--- src/rtl/segway_uart_pkg.sv ---
// -----------------------------------------------------------------------------
// segway_uart_pkg
//   Shared types and constants for the rider command link transmitter.
//   - tx_state_t     : transmitter FSM states
//   - CMD_GO/CMD_STOP: command bytes understood by the Segway auth block
//   - BAUD_DIV_19200 : clocks per bit for 19200 baud from a 50 MHz clock
//   - SHIFT_W/FRAME_BITS and build_frame(): frame geometry, which depends on
//     the optional macro CMD_UART_TX_PARITY_EN (even parity, 8E1 framing).
// -----------------------------------------------------------------------------
package segway_uart_pkg;

    typedef enum logic [0:0] {
        IDLE  = 1'b0,
        SHIFT = 1'b1
    } tx_state_t;

    localparam logic [7:0]  CMD_GO         = 8'h67;
    localparam logic [7:0]  CMD_STOP       = 8'h73;
    localparam int unsigned BAUD_DIV_19200 = 32'd2604;

`ifdef CMD_UART_TX_PARITY_EN
    // start + 8 data + parity; the stop bit is shifted in behind them
    localparam int unsigned SHIFT_W = 32'd10;
`else
    // start + 8 data; the stop bit is shifted in behind them
    localparam int unsigned SHIFT_W = 32'd9;
`endif

    localparam int unsigned FRAME_BITS = SHIFT_W + 32'd1;

`ifdef CMD_UART_TX_PARITY_EN
    // Even parity: the extra bit makes the total count of ones even.
    function automatic logic even_parity(input logic [7:0] data);
        return ^data;
    endfunction
`endif

    // Shifter image of a frame, LSB first on the line. Ones are shifted in
    // from the top, so the stop bit appears once the payload has gone out.
    function automatic logic [SHIFT_W-1:0] build_frame(input logic [7:0] data);
`ifdef CMD_UART_TX_PARITY_EN
        return {even_parity(data), data, 1'b0};
`else
        return {data, 1'b0};
`endif
    endfunction

endpackage

--- src/rtl/cmd_tx_fifo.sv ---
// -----------------------------------------------------------------------------
// cmd_tx_fifo
//   Small byte FIFO feeding the command UART transmitter.
//   Ports:
//     clk, rst_n  clock / async active-low reset (empties the FIFO)
//     push        enqueue request; accepted if not full, or if a pop happens
//                 on the same edge
//     pop         dequeue request (ignored when empty)
//     din         byte to enqueue
//     dout        head entry (valid while !empty)
//     empty       no entries
//     full        registered: FIFO_DEPTH entries held
//     ovf         registered, sticky: a push was dropped while full
// -----------------------------------------------------------------------------
module cmd_tx_fifo #(
    parameter int unsigned FIFO_DEPTH = 32'd4
) (
    input  logic       clk,
    input  logic       rst_n,
    input  logic       push,
    input  logic       pop,
    input  logic [7:0] din,
    output logic [7:0] dout,
    output logic       empty,
    output logic       full,
    output logic       ovf
);

    localparam int unsigned PTR_W = $clog2(FIFO_DEPTH);
    localparam int unsigned CNT_W = PTR_W + 32'd1;
    localparam logic [CNT_W-1:0] CNT_FULL = CNT_W'(FIFO_DEPTH);

    logic [7:0]       mem_q [FIFO_DEPTH];
    logic [PTR_W-1:0] wr_ptr_q, wr_ptr_d;
    logic [PTR_W-1:0] rd_ptr_q, rd_ptr_d;
    logic [CNT_W-1:0] cnt_q, cnt_d;
    logic             full_q, full_d;
    logic             ovf_q, ovf_d;
    logic             do_push_s, do_pop_s;

    // Push/pop qualification and next-state for pointers, count and flags
    always_comb begin
        do_pop_s  = pop && (cnt_q != {CNT_W{1'b0}});
        // A pop on the same edge frees a slot, so a push while full still lands
        do_push_s = push && (!full_q || do_pop_s);

        wr_ptr_d = wr_ptr_q;
        rd_ptr_d = rd_ptr_q;
        cnt_d    = cnt_q;
        ovf_d    = ovf_q;

        if (do_push_s) begin
            wr_ptr_d = wr_ptr_q + PTR_W'(1);
        end else begin
            wr_ptr_d = wr_ptr_q;
        end

        if (do_pop_s) begin
            rd_ptr_d = rd_ptr_q + PTR_W'(1);
        end else begin
            rd_ptr_d = rd_ptr_q;
        end

        case ({do_push_s, do_pop_s})
            2'b10:   cnt_d = cnt_q + CNT_W'(1);
            2'b01:   cnt_d = cnt_q - CNT_W'(1);
            default: cnt_d = cnt_q;
        endcase

        if (push && !do_push_s) begin
            ovf_d = 1'b1;
        end else begin
            ovf_d = ovf_q;
        end

        full_d = (cnt_d == CNT_FULL);
    end

    // Pointer, count and flag registers
    always_ff @(posedge clk or negedge rst_n) begin
        if (!rst_n) begin
            wr_ptr_q <= {PTR_W{1'b0}};
            rd_ptr_q <= {PTR_W{1'b0}};
            cnt_q    <= {CNT_W{1'b0}};
            full_q   <= 1'b0;
            ovf_q    <= 1'b0;
        end else begin
            wr_ptr_q <= wr_ptr_d;
            rd_ptr_q <= rd_ptr_d;
            cnt_q    <= cnt_d;
            full_q   <= full_d;
            ovf_q    <= ovf_d;
        end
    end

    // Storage array; contents are only meaningful between the pointers
    always_ff @(posedge clk) begin
        if (do_push_s) begin
            mem_q[wr_ptr_q] <= din;
        end
    end

    assign dout  = mem_q[rd_ptr_q];
    assign empty = (cnt_q == {CNT_W{1'b0}});
    assign full  = full_q;
    assign ovf   = ovf_q;

endmodule

--- src/rtl/cmd_uart_tx.sv ---
// -----------------------------------------------------------------------------
// cmd_uart_tx
//   Buffered UART transmitter for the rider command link. Bytes pushed with
//   trmt are queued in cmd_tx_fifo and sent LSB first as 8N1 frames, or 8E1
//   when the macro CMD_UART_TX_PARITY_EN is defined. Queued frames go out
//   back-to-back with no idle gap.
//   Parameters: BAUD_DIV (clocks per bit, 4..4095), FIFO_DEPTH (power of 2).
//   Ports:
//     clk, rst_n  clock / async active-low reset (aborts any frame)
//     trmt        push strobe, tx_data enqueued on every edge where trmt=1
//     tx_data     byte to enqueue
//     TX          serial line, idles high (driven straight from a register)
//     tx_done     1-cycle pulse in the last clock of each stop bit
//     busy        frame in progress or FIFO non-empty
//     full        FIFO full (registered)
//     ovf         sticky push-dropped flag (registered)
// -----------------------------------------------------------------------------
module cmd_uart_tx
    import segway_uart_pkg::*;
#(
    parameter int unsigned BAUD_DIV   = BAUD_DIV_19200,
    parameter int unsigned FIFO_DEPTH = 32'd4
) (
    input  logic       clk,
    input  logic       rst_n,
    input  logic       trmt,
    input  logic [7:0] tx_data,
    output logic       TX,
    output logic       tx_done,
    output logic       busy,
    output logic       full,
    output logic       ovf
);

    localparam logic [11:0] BAUD_LAST     = 12'(BAUD_DIV - 32'd1);
    // tx_done is registered, so it is set one count early to land in the last clock
    localparam logic [11:0] BAUD_PRE_LAST = 12'(BAUD_DIV - 32'd2);
    localparam logic [3:0]  LAST_BIT      = 4'(FRAME_BITS - 32'd1);

    tx_state_t           state_q, state_d;
    logic [11:0]         baud_q, baud_d;
    logic [3:0]          bit_q, bit_d;
    logic [SHIFT_W-1:0]  shift_q, shift_d;
    logic                done_q, done_d;
    logic                pop_s;
    logic [7:0]          fifo_dout_s;
    logic                fifo_empty_s;

    cmd_tx_fifo #(
        .FIFO_DEPTH (FIFO_DEPTH)
    ) u_fifo (
        .clk   (clk),
        .rst_n (rst_n),
        .push  (trmt),
        .pop   (pop_s),
        .din   (tx_data),
        .dout  (fifo_dout_s),
        .empty (fifo_empty_s),
        .full  (full),
        .ovf   (ovf)
    );

    // FSM next-state, baud/bit counters, shifter and FIFO pop
    always_comb begin
        state_d = state_q;
        baud_d  = baud_q;
        bit_d   = bit_q;
        shift_d = shift_q;
        done_d  = 1'b0;
        pop_s   = 1'b0;

        case (state_q)
            IDLE: begin
                if (!fifo_empty_s) begin
                    pop_s   = 1'b1;
                    shift_d = build_frame(fifo_dout_s);
                    baud_d  = 12'd0;
                    bit_d   = 4'd0;
                    state_d = SHIFT;
                end else begin
                    shift_d = {SHIFT_W{1'b1}};
                end
            end

            SHIFT: begin
                done_d = (bit_q == LAST_BIT) && (baud_q == BAUD_PRE_LAST);
                if (baud_q == BAUD_LAST) begin
                    baud_d = 12'd0;
                    if (bit_q == LAST_BIT) begin
                        bit_d = 4'd0;
                        // Reload on the same edge so the next start bit follows immediately
                        if (!fifo_empty_s) begin
                            pop_s   = 1'b1;
                            shift_d = build_frame(fifo_dout_s);
                        end else begin
                            shift_d = {SHIFT_W{1'b1}};
                            state_d = IDLE;
                        end
                    end else begin
                        bit_d   = bit_q + 4'd1;
                        shift_d = {1'b1, shift_q[SHIFT_W-1:1]};
                    end
                end else begin
                    baud_d = baud_q + 12'd1;
                end
            end

            default: begin
                state_d = IDLE;
                baud_d  = 12'd0;
                bit_d   = 4'd0;
                shift_d = {SHIFT_W{1'b1}};
            end
        endcase
    end

    // State, counter, shifter and tx_done registers
    always_ff @(posedge clk or negedge rst_n) begin
        if (!rst_n) begin
            state_q <= IDLE;
            baud_q  <= 12'd0;
            bit_q   <= 4'd0;
            shift_q <= {SHIFT_W{1'b1}};
            done_q  <= 1'b0;
        end else begin
            state_q <= state_d;
            baud_q  <= baud_d;
            bit_q   <= bit_d;
            shift_q <= shift_d;
            done_q  <= done_d;
        end
    end

    // Shifter LSB is the line; it holds all ones whenever no frame is active
    assign TX      = shift_q[0];
    assign tx_done = done_q;
    assign busy    = (state_q != IDLE) || !fifo_empty_s;

endmodule

--- config.mk ---
export PLATFORM = sky130hd
export DESIGN_NAME = cmd_uart_tx
export DESIGN_NICKNAME = d
export VERILOG_FILES = /design/src/rtl/segway_uart_pkg.sv /design/src/rtl/cmd_tx_fifo.sv /design/src/rtl/cmd_uart_tx.sv
export SDC_FILE = /design/constraint.sdc
export NUM_CORES = 1
export LEC_CHECK = 0
export ABC_AREA = 1
export BUFFER_PORTS_ARGS = -buffer_cell sky130_fd_sc_hd__buf_2
export CAP_MARGIN = 30
export CORE_ASPECT_RATIO = 0.7
export CORE_MARGIN = 1
export CORE_UTILIZATION = 65
export CTS_BUF_LIST = sky130_fd_sc_hd__clkbuf_8
export CTS_CLUSTER_SIZE = 16
export DETAILED_ROUTE_END_ITERATION = 8
export PLACE_DENSITY_LB_ADDON = 0.12
export RECOVER_POWER = 50
export REMOVE_ABC_BUFFERS = 1
export SETUP_SLACK_MARGIN = 0.1
export SYNTH_ARGS = -nofsm -noshare
export SYNTH_HDL_FRONTEND = slang
export SYNTH_SLANG_ARGS = --single-unit
export TNS_END_PERCENT = 1
--- constraint.sdc ---
create_clock -name clk -period 5.3 [get_ports clk]
set_input_delay 1.59 -clock clk [delete_from_list [all_inputs] [get_ports clk]]
set_output_delay 1.59 -clock clk [all_outputs]
set_load 0.005 [all_outputs]
# == After elaboration in Yosys (flattened, before gate mapping) ==
# Memory sizes are Yosys's and may differ from the RTL's.
# Index checks and enable logic that the tools add are counted.
# W data, S select, Z words.
# word_totals
ramBits,32
output_inout_bits,5
inputBits,11
reg_bits,36
word_cells,60
mem_count,1
# classes
n_reduce_logical,12
bitwise,1
mux,22
n_addsub,6
n_eq_ne,8
# memory_table
memory,words,width,read_ports,rd_clocked_by_memory_dff,wr,line,source
u_fifo.mem_q,4,8,1,0,1,cmd_tx_fifo.sv:33,logic [7:0] mem_q [FIFO_DEPTH];
# op_table
cell,count
$mux W9,3
$eq A12 B12 Y1 const B,2
$mux W12,2
$pmux W12 S2,1
$pmux W9 S2,1
$add A12 B1 Y12 const B,1
$mux W4,3
$mux W1,8
$pmux W4 S2,1
$pmux W3 S2,1
$add A2 B1 Y2 const B,2
$add A4 B1 Y4 const B,1
$eq A4 B4 Y1 const B,1
$logic_and A1 B1 Y1,4
$pmux W1 S2,2
$add A3 B1 Y3 const B,1
$eq A3 B3 Y1 const B,1
$logic_not A1 Y1,3
$logic_not A3 Y1,1
$reduce_bool A3 Y1,1
$sub A3 B1 Y3 const B,1
$eq A2 B1 Y1 const B,1
$eq A2 B2 Y1 const B,1
$logic_or A1 B1 Y1,2
other kinds (4),4

# == Logic depth before layout (Yosys ltp) ==
# logic_depth
depth_word,11
ltp_mapped,18
depth_no_buf,18

# == Modules after synthesis ==
# Synthesis repeated with hierarchy kept, for this count alone.
# hier_totals
cells_unflattened,355
hier_area_um2,3435.8
# modules_own_cells
module,area_each_um2,seq_area_each_um2,cells_per_inst,n_inst
cmd_tx_fifo,1752.9,1186.1,140,1
cmd_uart_tx,1682.9,686.9,215,1

# == Least setup slack after synthesis ==
# Ideal clock, no wire load.
# synth_timing
path_kind,input-to-reg
start,in trmt
end,reg u_fifo.full_q (netlist: u_fifo.full)
cell_stages,8
required_time_ns,5.212
slack_ns,2.438
setup_ns,0.088
path_buffers,0
arrival_ns,2.774
cell_sequence,nand2_4 -> ha_1 -> inv_1 -> fa_1 -> a21oi_1 -> o21ai_0 -> xnor2_1 -> nor3b_1
# synth_via
elab_chain_len,4
elab_cells_between_ends,5
cone_classes,eq/ne (3); mux (1); reduce/logical (1)
# synth_lines
item,line,source
start: declaration,cmd_uart_tx.sv:26,"input logic trmt,"
$logic_and A1 B1 Y1 *,cmd_tx_fifo.sv:45,do_push_s = push && (!full_q || do_pop_s);
$eq A2 B1 Y1 or $eq A2 B2 Y1 (tied branches),cmd_tx_fifo.sv:64,"case ({do_push_s, do_pop_s})"
$pmux W3 S2 *,cmd_tx_fifo.sv:64,
net u_fifo.cnt_d[2],cmd_tx_fifo.sv:36,"logic [CNT_W-1:0] cnt_q, cnt_d;"
$eq A3 B3 Y1 *,cmd_tx_fifo.sv:76,full_d = (cnt_d == CNT_FULL);
net u_fifo.full_d,cmd_tx_fifo.sv:37,"logic full_q, full_d;"
end signal: assignment,cmd_tx_fifo.sv:91,full_q <= full_d;
end: declaration,cmd_tx_fifo.sv:37,
# Mark *: on every way through the listed nets, which the timed path passes. The rest lies on a longest branch.
# A chain may end at the register's enable or synchronous reset.

# == Worst setup path in the final report ==
# layout_timing
start,reg baud_q[0]
end,reg u_fifo.full_q (netlist: u_fifo.full)
# layout_via
elab_chain_len,9
elab_cells_between_ends,10
cone_classes,eq/ne (4); mux (3); reduce/logical (3)
# layout_lines
item,line,source
start: declaration,cmd_uart_tx.sv:41,"logic [11:0] baud_q, baud_d;"
start signal: assignment,cmd_uart_tx.sv:127,baud_q <= baud_d;
$eq A12 B12 Y1 *,cmd_uart_tx.sv:87,if (baud_q == BAUD_LAST) begin
$mux W1 *,cmd_uart_tx.sv:87,
$pmux W1 S2 *,cmd_uart_tx.sv:72,case (state_q)
$logic_and A1 B1 Y1 *,cmd_tx_fifo.sv:43,do_pop_s = pop && (cnt_q != {CNT_W{1'b0}});
$logic_or A1 B1 Y1,cmd_tx_fifo.sv:45,
$logic_and A1 B1 Y1,cmd_tx_fifo.sv:45,
$eq A2 B1 Y1 or $eq A2 B2 Y1 (tied branches),cmd_tx_fifo.sv:64,
$pmux W3 S2 *,cmd_tx_fifo.sv:64,
net u_fifo.cnt_d[2],cmd_tx_fifo.sv:36,
$eq A3 B3 Y1 *,cmd_tx_fifo.sv:76,
net u_fifo.full_d,cmd_tx_fifo.sv:37,
# Marked as above.

==> results.txt <==
Outcome = finished with violations
Failing checks = capacitance limit, slew limit
Clock latency on the worst-skew pair = 0.35 ns
Setup ws final = 1.94 ns
Pre-CTS WS = 2.12 ns
Hold Path Class = reg2reg
Critical path endpoint = u_fifo.full$_DFF_PN0_
Iter 0 DRT Violations = 144
Yosys top cell area share = 29.6%
Slew Limit Fails = 37
DRC violations left = 0
Sequential cell area = 1870 µm²
Post-CTS Setup Inserts = 0
Area of the multi-input gates = 1120 µm²
Leakage = 1.53 nW
Cells along the critical path = ha_1 -> inv_1 -> nor2_1 -> nand3_2 -> nand2_1 -> nand2_4 -> nand2_1 -> nand2_1 -> ha_1 -> inv_1 -> fa_1 -> a21oi_1 -> o21ai_0 -> xnor2_1 -> nor3b_1
Slowest cell on crit path = nand2_1
Drt pass-1 iters = 4
Pin count of the biggest net entering global routing = 37
Worst-path clk slew = 0.08 ns
Cell seen most often among critical-path stages = nand2_1
TritonCTS Buffers = 9
Die area = 5280 µm²
WL met1 = 2.85 mm
Slowest cell delay on critical path = 0.50 ns
Peak VDD IR = 265 µV
Fin crit period = 3.36 ns
Register area share after synthesis = 57.7%
Chip height = 61.1 µm
Vias/cell = 5.30
Root Driver = clkbuf_8
Die Width = 86.4 µm
IO Count = 16
Core ar. = 4780 µm²
IO buf count = 15
Reg-to-reg endpoint = u_fifo.full$_DFF_PN0_
Mapped Area = 3240 µm²
Synth-to-layout area growth = 8.83%
Dpl hpwl = 4.09 mm
Worst setup startpoint = baud_q[0]$_DFFE_PN0P_
Worst path bufs/invs = 2
Detail Route met2 WL = 2.56 mm
Critical path class = reg2reg
Peak Freq = 298 MHz
CP top delay family = simple AND/OR/NAND/NOR gates
Final net count = 358
Clk buf depth = 2
YS warnings = 0
Worst r2r path cells = 15
Final setup fails = 0
Crit path required time = 5.56 ns
Layout cells sized above 1 = 17.3%
Highest routed layer = met4
Worst Tran Pin Value = 1.91 ns
Layout fillers = 355
Gpl congestion = 0.755
R2r startpoint = baud_q[0]$_DFFE_PN0P_
Unrepaired setup endpoints after global routing = no
TritonCTS clock tree = built
Cell accounting for the most synthesized area = edfxtp_1
Worst Skew = 0.0106 ns
FF+latch count, synth = 68
Sinks on the clock net = 68
Inserted Diodes = 0
First-pass GRT wire length = 9.52 mm
Starting Density = 67.8%
Overall power consumption = 0.00155 W
Final ANT Viol Nets = 0
Vias = 2180
Critical path depth = 15
Final TNS setup = 0 ns
Initial antenna violation count = 0
Maxcap violations = 1
H-tree levels = 3
Slew headroom = -27.1%
Resized Gates After CTS = 0
Crit-path max FO = 21
Critical Path End Type = flop
Cell row count = 21
Mean area per synthesized cell = 10.2 µm²
Total track usage = 25.4%
Tcrit/Tclk final = 63.4%
Fin. Hold Viols = 0
Reg2Reg Setup Slack = 1.94 ns
Grt ovf = 0
Routed wl met3 = 431 µm
Drt total wl = 5.91 mm
Number of global-route vias before repair = 1976
Top post-synthesis cells by area = edfxtp_1, dfrtp_1, nand2_1
Synth cell types = 39
WL per Instance = 14.4 µm
CP arrival = 3.62 ns
Hold buffers post-CTS = 0
Cell area power density = 439 nW/µm²
Mapped Cells = 318
Startpoint class of the critical path = flop
## logic make-up (layout without fill, tap and decap cells)
group                    after synthesis  after routing  share of synthesized area, %
AO/OA/AOI/OAI                         34             34                          6.90
XOR/XNOR                               7              7                          1.89
adder cells (fa/ha/maj)               10             10                          4.09
buffers and inverters                 43             67                          6.32
flip-flops                            68             68                          57.7
multiplexers                           1              1                         0.309
AND/OR/NAND/NOR                      155            155                          22.8
## how the worst min path moves through the flow
stage,to,startpoint,depth (start not counted)
floorplan,shift_q[2]$_DFFE_PN1P_,shift_q[2]$_DFFE_PN1P_,2
global placement,u_fifo.ovf$_DFFE_PN0P_,u_fifo.ovf$_DFFE_PN0P_,1
detailed placement,shift_q[2]$_DFFE_PN1P_,shift_q[2]$_DFFE_PN1P_,2
CTS,shift_q[2]$_DFFE_PN1P_,shift_q[2]$_DFFE_PN1P_,2
global route,shift_q[2]$_DFFE_PN1P_,shift_q[2]$_DFFE_PN1P_,2
finish,shift_q[2]$_DFFE_PN1P_,shift_q[2]$_DFFE_PN1P_,2
## Yosys cell counts, drive strengths merged
master and count:
nor2 30, dfrtp 27, inv 35, nor3b 2, clkinv 1, dfstp 9, nor4 1, a21oi 6
mux2i 1, fa 1, buf 7, ha 9, o22ai 2, o21bai 1, xnor2 3, or2 2
nand2 81, o21ai 21, a32o 1, xor2 4, edfxtp 32, nand4 2, nand3 31, o211ai 3
nor3 6
## stage by stage
stage          hold WS [ns]  utilization [%]  area [µm²]  cells
2_1_floorplan         0.448                -        3180    311
5_1_grt               0.504             73.8        3530    411
3_3_place_gp          0.459             69.8        3340    395
4_1_cts               0.474             75.0        3590    411
3_5_place_dp          0.461             69.8        3340    395
6_report              0.472             73.8        3530    411
## metal layers
metal,vias to the layer above,GRT usage [%]
li1,1090,-
met1,1021,36.5
met2,64,36.3
met3,5,9.12
met4,0,8.81
met5,-,0
## registers in the layout, indices dropped and copies added, names as in the netlist
signal and cells:
u_fifo.cnt_q 3, bit_q 4, u_fifo.full 1, shift_q 9, u_fifo.wr_ptr_q 2, u_fifo.rd_ptr_q 2
u_fifo.mem_q 32, tx_done 1, u_fifo.ovf 1, baud_q 12, state_q 1
## cells in the final DEF, fill, tap and decap left out, types with 2 or more instances in the layout
master,netlist,layout
buf_2,4,6
o211ai_1,2,2
a21oi_1,5,5
o21ai_2,5,4
xnor2_1,3,3
edfxtp_1,32,32
nor2_2,8,7
nand2_4,6,2
nand4_1,2,2
clkbuf_8,0,10
dfstp_2,9,9
o21ai_0,12,15
nand2_1,73,78
or2_2,2,2
dfrtp_1,27,27
nand3_1,30,30
o22ai_1,2,2
xor2_1,4,4
inv_4,1,2
ha_1,9,9
nor3_1,4,5
inv_2,9,6
inv_1,25,28
nor2_1,22,23
bufinv_16,0,3
o21ai_1,4,2
clkbuf_1,0,9
## layout make-up
type | count | area share, %
repair buffers | 15 | 1.81
inverters | 36 | 3.90
clock inverters | 6 | 3.12
well taps | 69 | 2.45
clock buffers | 10 | 3.90
multi-input cells | 207 | 31.8
flip-flops and latches | 68 | 53.0
## tightest hold or removal path: cells and delay by family (launching register included)
| kind | cells | cell delay, ns |
|---|---|---|
| flops | 1 | 0.37 |
| simple gates | 2 | 0.10 |
## where the power goes
part / switching (W) / total, W / internal, W
Sequential: 0.0000746 / 0.000746 / 0.000671
Clock: 0.000197 / 0.000523 / 0.000325
Combinational: 0.000180 / 0.000283 / 0.000103
Total: 0.000452 / 0.00155 / 0.00110
No activity file was read; power rests on OpenSTA's default activity.
